**src/rtl/vga_plot_arbiter_if.sv**
```systemverilog
// Request/grant bundle shared between the drawing engines and the plot arbiter.
// Per-requester fields are packed side by side; requester i occupies slice i.
interface vga_plot_arbiter_if #(
    parameter int N_REQ = 3
);
    logic [N_REQ-1:0]   req;
    logic [N_REQ-1:0]   lock;
    logic [8*N_REQ-1:0] req_x;
    logic [7*N_REQ-1:0] req_y;
    logic [3*N_REQ-1:0] req_colour;
    logic [N_REQ-1:0]   gnt;

    modport master (
        output req, lock, req_x, req_y, req_colour,
        input  gnt
    );

    modport slave (
        input  req, lock, req_x, req_y, req_colour,
        output gnt
    );
endinterface

```
**src/rtl/vga_plot_arbiter.sv**
```systemverilog
// Round-robin arbiter sharing one VGA pixel-write port among N_REQ drawing
// engines. Optional per-owner lock holds the port for bursts; off-screen
// pixels are granted and consumed but not plotted, and are counted.
module vga_plot_arbiter #(
    parameter int N_REQ = 3,
    parameter int X_MAX = 160,
    parameter int Y_MAX = 120
) (
    input  logic                 clk,
    input  logic                 rst,
    vga_plot_arbiter_if.slave    bus,
    output logic [7:0]           vga_x,
    output logic [6:0]           vga_y,
    output logic [2:0]           vga_colour,
    output logic                 vga_plot,
    output logic [15:0]          clip_count,
    output logic                 idle
);
    localparam int OW = (N_REQ > 1) ? $clog2(N_REQ) : 1;
    localparam int unsigned NR = N_REQ;
    localparam int unsigned XL = X_MAX;
    localparam int unsigned YL = Y_MAX;
    localparam logic [OW-1:0] OWNER_RST = OW'(N_REQ - 1);

    logic [OW-1:0]    owner;
    logic [OW-1:0]    sel_idx;
    logic [OW-1:0]    cand;
    logic             sel_valid;
    logic [N_REQ-1:0] gnt_vec;
    logic [7:0]       sel_x;
    logic [6:0]       sel_y;
    logic [2:0]       sel_colour;
    logic             in_range;

    // Grant selection: locked owner keeps the port, else scan from owner+1.
    always_comb begin
        gnt_vec   = '0;
        sel_idx   = owner;
        sel_valid = 1'b0;
        cand      = '0;
        if (!rst) begin
            if (bus.req[owner] && bus.lock[owner]) begin
                sel_idx   = owner;
                sel_valid = 1'b1;
            end else begin
                for (int unsigned k = 1; k <= NR; k++) begin
                    cand = OW'((32'(owner) + k) % NR);
                    if (!sel_valid && bus.req[cand]) begin
                        sel_idx   = cand;
                        sel_valid = 1'b1;
                    end
                end
            end
            if (sel_valid) begin
                gnt_vec[sel_idx] = 1'b1;
            end
        end
    end

    // Pixel mux: pick the granted requester's coordinates and colour.
    always_comb begin
        sel_x      = '0;
        sel_y      = '0;
        sel_colour = '0;
        for (int unsigned i = 0; i < NR; i++) begin
            if (gnt_vec[i]) begin
                sel_x      = bus.req_x[8*i +: 8];
                sel_y      = bus.req_y[7*i +: 7];
                sel_colour = bus.req_colour[3*i +: 3];
            end
        end
        in_range = (32'(sel_x) < XL) && (32'(sel_y) < YL);
    end

    // Consume the granted pixel: advance owner, load output register, count clips.
    always_ff @(posedge clk) begin
        if (rst) begin
            owner      <= OWNER_RST;
            vga_x      <= '0;
            vga_y      <= '0;
            vga_colour <= '0;
            vga_plot   <= 1'b0;
            clip_count <= '0;
        end else if (sel_valid) begin
            owner      <= sel_idx;
            vga_x      <= sel_x;
            vga_y      <= sel_y;
            vga_colour <= sel_colour;
            vga_plot   <= in_range;
            if (!in_range && clip_count != '1) begin
                clip_count <= clip_count + 16'd1;
            end
        end else begin
            vga_plot <= 1'b0;
        end
    end

    assign bus.gnt = gnt_vec;
    assign idle    = (bus.req == '0) && !vga_plot;
endmodule
```
**src/flat_wrapper.sv**
```systemverilog
// flat-port wrapper written by rule: the top's interface ports become plain ports
module vga_plot_arbiter_flat 
#(
    parameter int N_REQ = 3,
    parameter int X_MAX = 160,
    parameter int Y_MAX = 120
)
  (clk, rst, vga_x, vga_y, vga_colour, vga_plot, clip_count, idle, bus_req, bus_lock, bus_req_x, bus_req_y, bus_req_colour, bus_gnt);
  vga_plot_arbiter_if #(.N_REQ(N_REQ)) bus_i ();
  input  logic clk;
  input  logic rst;
  output logic [7:0] vga_x;
  output logic [6:0] vga_y;
  output logic [2:0] vga_colour;
  output logic vga_plot;
  output logic [15:0] clip_count;
  output logic idle;
  input wire logic [$bits(bus_i.req)-1:0] bus_req;
  input wire logic [$bits(bus_i.lock)-1:0] bus_lock;
  input wire logic [$bits(bus_i.req_x)-1:0] bus_req_x;
  input wire logic [$bits(bus_i.req_y)-1:0] bus_req_y;
  input wire logic [$bits(bus_i.req_colour)-1:0] bus_req_colour;
  output wire logic [$bits(bus_i.gnt)-1:0] bus_gnt;
  assign bus_i.req = bus_req;
  assign bus_i.lock = bus_lock;
  assign bus_i.req_x = bus_req_x;
  assign bus_i.req_y = bus_req_y;
  assign bus_i.req_colour = bus_req_colour;
  assign bus_gnt = bus_i.gnt;
  vga_plot_arbiter #(.N_REQ(N_REQ), .X_MAX(X_MAX), .Y_MAX(Y_MAX)) u_core (.clk(clk), .rst(rst), .bus(bus_i), .vga_x(vga_x), .vga_y(vga_y), .vga_colour(vga_colour), .vga_plot(vga_plot), .clip_count(clip_count), .idle(idle));
endmodule
```
**config.mk**
```make
export PLATFORM = sky130hd
export DESIGN_NAME = vga_plot_arbiter_flat
export DESIGN_NICKNAME = d
export VERILOG_FILES = /design/src/rtl/vga_plot_arbiter_if.sv /design/src/rtl/vga_plot_arbiter.sv /design/src/flat_wrapper.sv
export SDC_FILE = /design/constraint.sdc
export NUM_CORES = 1
export LEC_CHECK = 0
export ABC_AREA = 1
export CELL_PAD_IN_SITES_DETAIL_PLACEMENT = 2
export CELL_PAD_IN_SITES_GLOBAL_PLACEMENT = 2
export CORE_MARGIN = 10
export CORE_UTILIZATION = 24
export DETAILED_ROUTE_END_ITERATION = 8
export GPL_TIMING_DRIVEN = 0
export PLACE_DENSITY_LB_ADDON = 0.1
export SLEW_MARGIN = 20
export SYNTH_ARGS = -nofsm -noshare
export SYNTH_HDL_FRONTEND = slang
export SYNTH_SLANG_ARGS = --single-unit
```
**constraint.sdc**
```tcl
create_clock -name clk -period 7.45 [get_ports clk]
set_input_delay 1.1175 -clock clk [delete_from_list [all_inputs] [get_ports clk]]
set_output_delay 1.1175 -clock clk [all_outputs]
set_load 0.005 [all_outputs]
```
==> results.md, run 1 <==
- Final max-slew violation count: 0
- Initial antenna violation count: 0
- Filler instances: 1159
- Post-synthesis adder-cell area fraction: 1.56%
- Min-Delay Path Class: flip-flop to flip-flop
- TritonCTS clock tree: done
- Register area share after synthesis: 30.8%
- PortBufs: just under 100
- Total track usage: roughly 14%
- Cts hold-fix bufs: 0
- Vias: 2772
- Flops & latches, synth: 37
- RSZ-0062 raised after global routing: no
- Drt via density: 4.73
- # IOs: 101
- CP Data Arrival Time: approximately 3.9 ns
- Synth Flop Type: dfxtp_1
- CTS sink cnt: 37
- Post-synth EDFFs: 0
- DR WL/cell: ~17 um
- Crit-path max cell delay: roughly 0.61 ns
- Worst reg2reg path depth: 22
- Die height: roughly 120 um
- Syn. warnings: 0
- Post-layout util: between 30% and 40%
- Worst slew pin tran: about 0.76 ns
- Initial Utilization: between 20% and 30%
- WP data required: between 6 and 7 ns
- Final min period: 5.06 ns
- Hold Vio Cnt, Final: 0
- First-pass GRT wire length: about 16000 um
- Worst Skew: ~0.012 ns
- Post-Synth XOR/XNOR Area: ~5.1%
- Synth Cell Area: about 2400 um^2
- Post-CTS setup buffer count: 0
- Share of layout cells above drive strength 1: roughly an eighth
- Pre-antenna DRT Iters: 4
- Initial DRC Count: between 80 and 90
- Layout area overhead: 52.7%
- Outcome: completed
- GPL Wtd Cong: 0.785
- DRC: 0
- Commonest non-fill, non-tap cell in the layout: clkdlybuf4s50_1
- Row count: 36
- Compound-gate portion of the synthesized area: 10.5%
- Fin crit share: between 60% and 70%
- Pwr Density: about 370 nW/um^2
- Post-route ant nets: 0
- Total stage count of the critical path: 15
- Gr ovfl total: 0
- Fin Setup TNS: 0 ns
- Cell family with most CP delay: buffers and inverters
- Maximum clock insertion buffer count: 2
- Mux cell area share after synthesis: 0%
- Simple-Gate Fraction of Synth Area: 44.8%
- Final setup viols: 0
- Ys async rst share: 0%
- Yosys cell types: 31
- Drt total wl: ~10000 um
- FMAX: 198 MHz
- Leakage: between 1 and 1.5 nW
- Kind of critical path: input pin to output port
- Hold path depth: 2
- Most frequent cells in the layout: 99 x clkdlybuf4s50_1, 96 x nand2_1, 56 x nand3_1, 37 x dfxtp_1, 20 x inv_1
- Nets: around 520
- Max-cap violations: 0
- Slowest stage cell, crit path: clkdlybuf4s50_1
- Main combinational cell family by area after synthesis: simple AND/OR/NAND/NOR gates
- Root Buffer: clkbuf_8
- WP buf/inv: 6
- Yosys top cell area share: a little under a third
- H-Tree Depth: 2
- R2R Setup Slk: around 4.4 ns
- Antenna Cells: 0
- Crit path cell chain: clkdlybuf4s50_1 > nand2_1 > nand2_1 > nand2_1 > nor2_2 > inv_1 > nand2_1 > nor2_2 > nor2_4 > inv_2 > nor2_2 > nand2_1 > inv_1 > clkbuf_1 > clkdlybuf4s50_1
- Die Area: ~14000 um^2
- Cts bufs inserted: 5
- Dpl hpwl: around 8000 um
- Max-slew headroom at the worst pin: about half
- VDD IR max: between 100 and 150 uV
- Cts repair resizes: 0
- Critical Path Most Common Cell: nand2_1
- Die Width: roughly 120 um
- Clk slew on worst S/H paths: around 0.080 ns
- Core Area: between 9000 and 10000 um^2
- Crit end category: output port
- Syn Inst Count: 347
- Crit start category: input pin
- CP max FO: 10
- Most area-consuming cells after synthesis: dfxtp_1 31%, nand2_1 15%, nand3_1 12%
- Cell taking the most area after synthesis: dfxtp_1
- Largest net degree at the start of global routing: 12
- Latest clock arrival within the worst-skew pair: about 0.29 ns
- Vias in the first global route: 3103
- Synthesized net count: approximately 410
- Synthesized area per cell: slightly below 7 um^2
metal layers:
layer / vias up / share of wire [%] / GRT usage (%)
met5: - / 0 / 0
met3: 6 / 5.7 / 4.13
met4: 0 / 0.98 / 3.17
met2: 49 / 53 / 26.0
li1: 1361 / - / -
met1: 1356 / 40 / 14.8
sequential cells by signal, summed over array words and instances, names as in the netlist:
name	cells
u_core.owner	2
u_core.vga_y	7
u_core.clip_count	16
u_core.vga_plot	1
u_core.vga_x	8
u_core.vga_colour	3
final cells by class:
class | count | area [um^2] | share of cell area (%)
well taps | 133 | 166 | 4.53
plain buffers | 10 | 68.8 | 1.87
clock inverters | 2 | 35.0 | 0.954
repair buffers | 99 | 991 | 27.0
inverters | 28 | 105 | 2.86
clock buffers | 5 | 68.8 | 1.87
multi-input cells | 272 | 1500 | 40.7
flip-flops and latches | 37 | 741 | 20.2
worst min-delay path, delay by kind of cell (launching register included):
| kind | cells | cell delay, ns |
|---|---|---|
| DFF | 1 | 0.32 |
| and+or+nand+nor | 2 | 0.11 |
through the flow:
| step | cell area (um^2) | hold WS [ns] | worst slack, ns | power, mW | cells |
|---|---|---|---|---|---|
| final | 3670 | 0.459 | 2.39 | 1.34 | 586 |
| after CTS | 3670 | 0.468 | 2.35 | 1.38 | 586 |
| after global placement | 3560 | 0.441 | 2.37 | 1.17 | 579 |
| after global routing | 3670 | 0.487 | 2.08 | 1.49 | 586 |
| after detailed placement | 3570 | 0.454 | 2.36 | 1.20 | 579 |
| after floorplan | 2400 | 0.448 | 4.00 | 0.853 | 347 |
cells by family (layout without fill, tap and decap cells):
logic type	after synthesis	count (layout)
flops	37	37
buf+inv	38	144
compound gates	36	36
xor+xnor	14	14
simple gates	219	219
fa+ha+maj	3	3
worst paths after layout:
kind | startpoint | endpoint
worst max-delay path | bus_req[0] | bus_gnt[0]
worst min-delay path | u_core.vga_x[5] | u_core.vga_x[5]
worst max register to register | u_core.owner[0] | u_core.clip_count[6]
worst min register to register | u_core.vga_x[5] | u_core.vga_x[5]
cells in the mapped netlist, types with 3 or more instances:
library cell   n
a21oi_1        9
a21oi_2       10
a22oi_1       11
clkbuf_1       7
dfxtp_1       37
ha_1           3
inv_1         20
inv_2          8
nand2_1       96
nand2_2       13
nand2_4        7
nand3_1       56
nand4_1        6
nor2_1        13
nor2_2         5
nor3_1         8
nor4_1         3
or2_0          4
xnor2_1        6
xor2_1         8
where the power goes:
part,switching (mW),internal (mW)
Combinational,0.533,0.350
Sequential,0.0307,0.257
Clock,0.0760,0.0974
Total,0.640,0.704
Power figures use the tool's default switching activity.
==> run 2: changes to the inputs <==
--- a/config.mk
+++ b/config.mk
@@ -9,7 +9,7 @@
 export CELL_PAD_IN_SITES_DETAIL_PLACEMENT = 2
 export CELL_PAD_IN_SITES_GLOBAL_PLACEMENT = 2
 export CORE_MARGIN = 10
-export CORE_UTILIZATION = 24
+export CORE_UTILIZATION = 22
 export DETAILED_ROUTE_END_ITERATION = 8
 export GPL_TIMING_DRIVEN = 0
 export PLACE_DENSITY_LB_ADDON = 0.1
==> constraint.sdc (replaced) <==
create_clock -name clk -period 5.28 [get_ports clk]
set_input_delay 0.792 -clock clk [delete_from_list [all_inputs] [get_ports clk]]
set_output_delay 0.792 -clock clk [all_outputs]
set_load 0.005 [all_outputs]
==> results.md, run 2 (synthesis results as in run 1) <==
- Outcome: completed
- DRC: 0
- Initial antenna violation count: 0
- Die Area: about 16000 um^2
- Post-CTS setup buffer count: 0
- Vias in the first global route: 3016
- Fin crit share: a little over four fifths
- DR WL/cell: 16.6 um
- Slowest stage cell, crit path: clkdlybuf4s50_1
- Final max-slew violation count: 0
- Worst Skew: 0.0110 ns
- PortBufs: 99
- R2R Setup Slk: between 2 and 2.5 ns
- Initial Utilization: between 20% and 30%
- Overall power: around 1.9 mW
- Core Area: ~11000 um^2
- CTS sink cnt: 37
- H-Tree Depth: 2
- Final setup viols: 0
- Pre-antenna DRT Iters: 4
- Crit start category: input pin
- RR Endpoint: u_core.clip_count[13]
- Root Buffer: clkbuf_8
- Nets: roughly 520
- Cts repair resizes: 0
- Initial DRC Count: between 90 and 100
- Crit path cell chain: clkdlybuf4s50_1 > inv_2 > o21ai_1 > nand2_1 > nand3_1 > nor2_2 > nor2_4 > inv_2 > nor2_2 > nand2_1 > inv_1 > clkbuf_1 > clkdlybuf4s50_1
- Hold worst-path end: u_core.vga_y[4]
- Placed Area: 3580 um^2
- Max-cap violations: 0
- Worst reg2reg path depth: 20
- Crit-path max cell delay: 0.63 ns
- CP Data Arrival Time: between 3 and 4 ns
- Reg with most FFs: u_core.clip_count
- Min-Delay Path Class: flip-flop to flip-flop
- TritonCTS clock tree: done
- GPL Wtd Cong: between 0.7 and 0.8
- Post-route ant nets: 0
- Cts hold-fix bufs: 0
- Worst hold start: u_core.vga_y[4]
- Largest net degree at the start of global routing: 12
- Die height: roughly 120 um
- FMAX: around 230 MHz
- Final instance area: ~3700 um^2
- Row count: 38
- Dpl hpwl: between 8000 and 9000 um
- Max-slew headroom at the worst pin: around half
- Cell family with most CP delay: buffers and inverters
- VDD IR max: between 150 and 200 uV
- WP buf/inv: 6
- Final min period: 4.43 ns
- Maximum clock insertion buffer count: 2
- Die Width: 125 um
- Fin Setup TNS: 0 ns
- CP max FO: 10
- First-pass GRT wire length: about 16000 um
- Clk slew on worst S/H paths: ~0.090 ns
- Pwr Density: slightly above 500 nW/um^2
- Kind of critical path: input pin to output port
- Hold path depth: 2
- Latest clock arrival within the worst-skew pair: roughly 0.30 ns
- Share of layout cells above drive strength 1: 13.2%
- RSZ-0062 raised after global routing: no
- Leakage: ~1.4 nW
- Layout area overhead: 53.5%
- Crit end category: output port
- Hold Vio Cnt, Final: 0
- Gr ovfl total: 0
- WP data required: 4.49 ns
- Total track usage: about an eighth
- Top flop regs: u_core.clip_count x16, u_core.vga_x x8, u_core.vga_y x7
- Commonest non-fill, non-tap cell in the layout: clkdlybuf4s50_1
- RR Startpoint: u_core.owner[0]
- Cts bufs inserted: 5
- Drt via density: 4.65
- Vias: approximately 2800
- Drt total wl: around 9800 um
- # IOs: slightly above 100
- Filler instances: between 1000 and 1500
- Antenna Cells: 0
- Most frequent cells in the layout: 99 x clkdlybuf4s50_1, 96 x nand2_1, 56 x nand3_1, 37 x dfxtp_1, 20 x inv_1
- Worst slew pin tran: between 0.7 and 0.8 ns
- Largest register FFs: 16
## run 2: worst reg2reg max path: cells and delay by family (launching register included)
kind | cells | cell delay, ns
AO/OA/AOI/OAI | 1 | 0.11
adder cells (fa/ha/maj) | 1 | 0.45
buffers and inverters | 4 | 0.53
flip-flops | 1 | 0.40
AND/OR/NAND/NOR | 14 | 1.44
## run 2: area by class of cell
cell class / count / area, um^2 / area share, %
flip-flops and latches: 37 / 741 / 20.1
clock buffers: 7 / 86.3 / 2.34
repair buffers: 99 / 991 / 26.8
well taps: 140 / 175 / 4.74
inverters: 28 / 105 / 2.85
clock inverters: 1 / 30.0 / 0.813
multi-input cells: 272 / 1500 / 40.5
plain buffers: 10 / 68.8 / 1.86
## run 2: power breakdown
group          switching (mW)  internal [mW]
sequential             0.0455          0.362
combinational           0.744          0.494
clock                   0.113          0.154
total                   0.902           1.01
## run 2: how the worst max path moves through the flow
stage           startpoint          to  depth (start not counted)
2_1_floorplan  bus_lock[0]  bus_gnt[0]                         13
3_3_place_gp    bus_req[2]  bus_gnt[0]                         11
3_5_place_dp    bus_req[0]  bus_gnt[0]                         15
4_1_cts         bus_req[0]  bus_gnt[0]                         15
5_1_grt         bus_req[0]  bus_gnt[0]                         15
6_report        bus_req[2]  bus_gnt[0]                         13
## run 2: layer usage
metal	vias up	global-route usage (%)	routed length (um)
met4	0	2.67	85
met1	1341	14.6	4210
met3	8	3.11	399
met5	-	0	0
met2	52	23.0	5140
li1	1359	-	-
## run 2: through the flow
| stage | hold slack (ns) | cells | setup slack (ns) | util [%] |
|---|---|---|---|---|
| 2_1_floorplan | 0.448 | 347 | 2.48 | - |
| 3_3_place_gp | 0.442 | 586 | 0.850 | 33.1 |
| 3_5_place_dp | 0.451 | 586 | 0.774 | 33.1 |
| 4_1_cts | 0.472 | 594 | 0.764 | 34.2 |
| 5_1_grt | 0.505 | 594 | 0.511 | 34.2 |
| 6_report | 0.465 | 594 | 0.847 | 34.2 |
==> run 3: changes to the inputs <==
--- a/config.mk
+++ b/config.mk
@@ -9,7 +9,7 @@
 export CELL_PAD_IN_SITES_DETAIL_PLACEMENT = 2
 export CELL_PAD_IN_SITES_GLOBAL_PLACEMENT = 2
 export CORE_MARGIN = 10
-export CORE_UTILIZATION = 22
+export CORE_UTILIZATION = 20
 export DETAILED_ROUTE_END_ITERATION = 8
 export GPL_TIMING_DRIVEN = 0
 export PLACE_DENSITY_LB_ADDON = 0.1
==> constraint.sdc (replaced) <==
create_clock -name clk -period 3.6 [get_ports clk]
set_input_delay 0.54 -clock clk [delete_from_list [all_inputs] [get_ports clk]]
set_output_delay 0.54 -clock clk [all_outputs]
set_load 0.005 [all_outputs]
==> results.md, run 3 (synthesis results as in run 1) <==
- WP data required: approximately 3.1 ns
- Crit path cell chain: clkdlybuf4s50_1 > nand2_1 > nand2_1 > nand2_1 > nor2_2 > inv_1 > nand2_2 > nor2_2 > nor2_4 > inv_2 > nor2_2 > nand2_1 > clkinvlp_4 > clkdlybuf4s50_1
- Kind of critical path: input pin to output port
- Share of layout cells above drive strength 1: 14.8%
- Final instance area: approximately 3700 um^2
- Max-slew headroom at the worst pin: between 40 and 50%
- Clk slew on worst S/H paths: 0.06 ns
- Row count: 39
- Dpl hpwl: around 8100 um
- Final WS setup: around 0.26 ns
- Core Area: 11600 um^2
- Initial Utilization: roughly a fifth
- Die Area: roughly 17000 um^2
- Pre-antenna DRT Iters: 4
- Hold Vio Cnt, Final: 0
- GPL Wtd Cong: ~0.77
- Overall power: approximately 2.9 mW
- Gr ovfl total: 0
- Cts hold-fix bufs: 0
- Initial antenna violation count: 0
- Fin crit share: just over 90%
- CTS sink cnt: 37
- Post-Place Cells: between 500 and 600
- First-pass GRT wire length: roughly 16000 um
- Cts bufs inserted: 5
- Crit end category: output port
- VDD IR max: 246 uV
- CP Data Arrival Time: ~2.8 ns
- Outcome: completed
- # IOs: about 100
- Reg with most FFs: u_core.clip_count
- Worst slew pin tran: between 0.7 and 0.8 ns
- Filler instances: 1400
- Final min period: roughly 3.3 ns
- Vias: 2751
- Leakage: 1.44 nW
- TritonCTS clock tree: done
- H-Tree Depth: 2
- Crit-path max cell delay: roughly 0.53 ns
- FMAX: ~300 MHz
- Reg area: between 700 and 800 um^2
- Max-cap violations: 0
- PortBufs: a little under 100
- Largest net degree at the start of global routing: 15
- Most frequent cells in the layout: 96 x clkdlybuf4s50_1, 95 x nand2_1, 56 x nand3_1, 35 x dfxtp_1, 19 x inv_1
- CP max FO: 8
- Pwr Density: around 780 nW/um^2
- Crit start category: input pin
- Post-Layout Cell Count: a little under 600
- Footprint of the multi-input gates: 1510 um^2
- Layout area overhead: 55.8%
- Maximum clock insertion buffer count: 2
- Total track usage: roughly 12%
- Die Width: roughly 130 um
- Final max-slew violation count: 0
- Largest register FFs: 16
- Placed Area: approximately 3600 um^2
- Latest clock arrival within the worst-skew pair: approximately 0.28 ns
- RSZ-0062 raised after global routing: no
- DRC: 0
- Antenna Cells: 0
- Commonest non-fill, non-tap cell in the layout: clkdlybuf4s50_1
- Critical Path Most Common Cell: nand2_1
- DR WL/cell: 17.1 um
- Root Buffer: clkbuf_16
- Drt total wl: between 10000 and 15000 um
- Nets: around 520
- Final setup viols: 0
- Vias in the first global route: slightly above 3000
- Min-Delay Path Class: flip-flop to flip-flop
- Place WS: -0.429 ns
- Post-route ant nets: 0
- Drt via density: about 4.6
- Slowest stage cell, crit path: clkdlybuf4s50_1
- Die height: about 130 um
- Worst Skew: 0.00304 ns
- Top flop regs: u_core.clip_count x16, u_core.vga_x x8, u_core.vga_y x7
- Initial DRC Count: 92
[run 3: changes by cell type in the layout (fill, tap and decap cells not counted), sizes merged]
cell           before  now
clkdlybuf4s50      99   96
dlygate4sd2         0    3
bufinv              1    0
buf                 3    6
inv                28   27
clkinvlp            0    1
clkbuf             14   12
[run 3: per-stage QoR]
stage	utilization (%)	hold slack, ns	setup TNS (ns)
floorplan	-	0.448	0
global placement	30.8	0.442	-0.803
detailed placement	30.8	0.451	-0.904
CTS	32.0	0.462	0
global route	32.3	0.486	0
finish	32.3	0.459	0
[run 3: layout make-up]
type	instances	area share, %
multi-input combinational	272	40.4
buffer	7	1.54
timing repair buffer	102	26.9
tap	143	4.77
clock buffer	8	3.64
sequential	37	19.8
inverter	28	2.90
[run 3: what timing repair did]
action | in CTS | in global routing
buffers inserted | 1 | 2
pin swaps | 3 | 0
gates resized for setup | 6 | 4
endpoints found under the setup margin | 3 | 2
[run 3: where the power goes]
group | internal (mW) | switching [mW]
sequential | 0.534 | 0.0690
combinational | 0.775 | 1.13
clock | 0.258 | 0.176
total | 1.57 | 1.37
[run 3: routing by layer]
metal	track usage, %	vias to the layer above	share of wire, %
met2	20.8	59	48
li1	-	1361	-
met3	5.18	7	8.1
met5	0	-	0
met4	2.78	0	0.91
met1	13.9	1324	43
[run 3: critical path, delay by kind of cell]
kind | cells | cell delay (ns)
buffers and inverters | 5 | 1.31
AND/OR/NAND/NOR | 9 | 0.92
[run 3: final timing paths]
check                                      from                     to  slack (ns)  cells past startpoint
worst max register to register  u_core.owner[0]  u_core.clip_count[10]        0.60                     24
worst min-delay path            u_core.vga_y[3]        u_core.vga_y[3]        0.46                      2
worst min register to register  u_core.vga_y[3]        u_core.vga_y[3]        0.46                      2
worst max-delay path                bus_lock[0]             bus_gnt[0]        0.26                     14
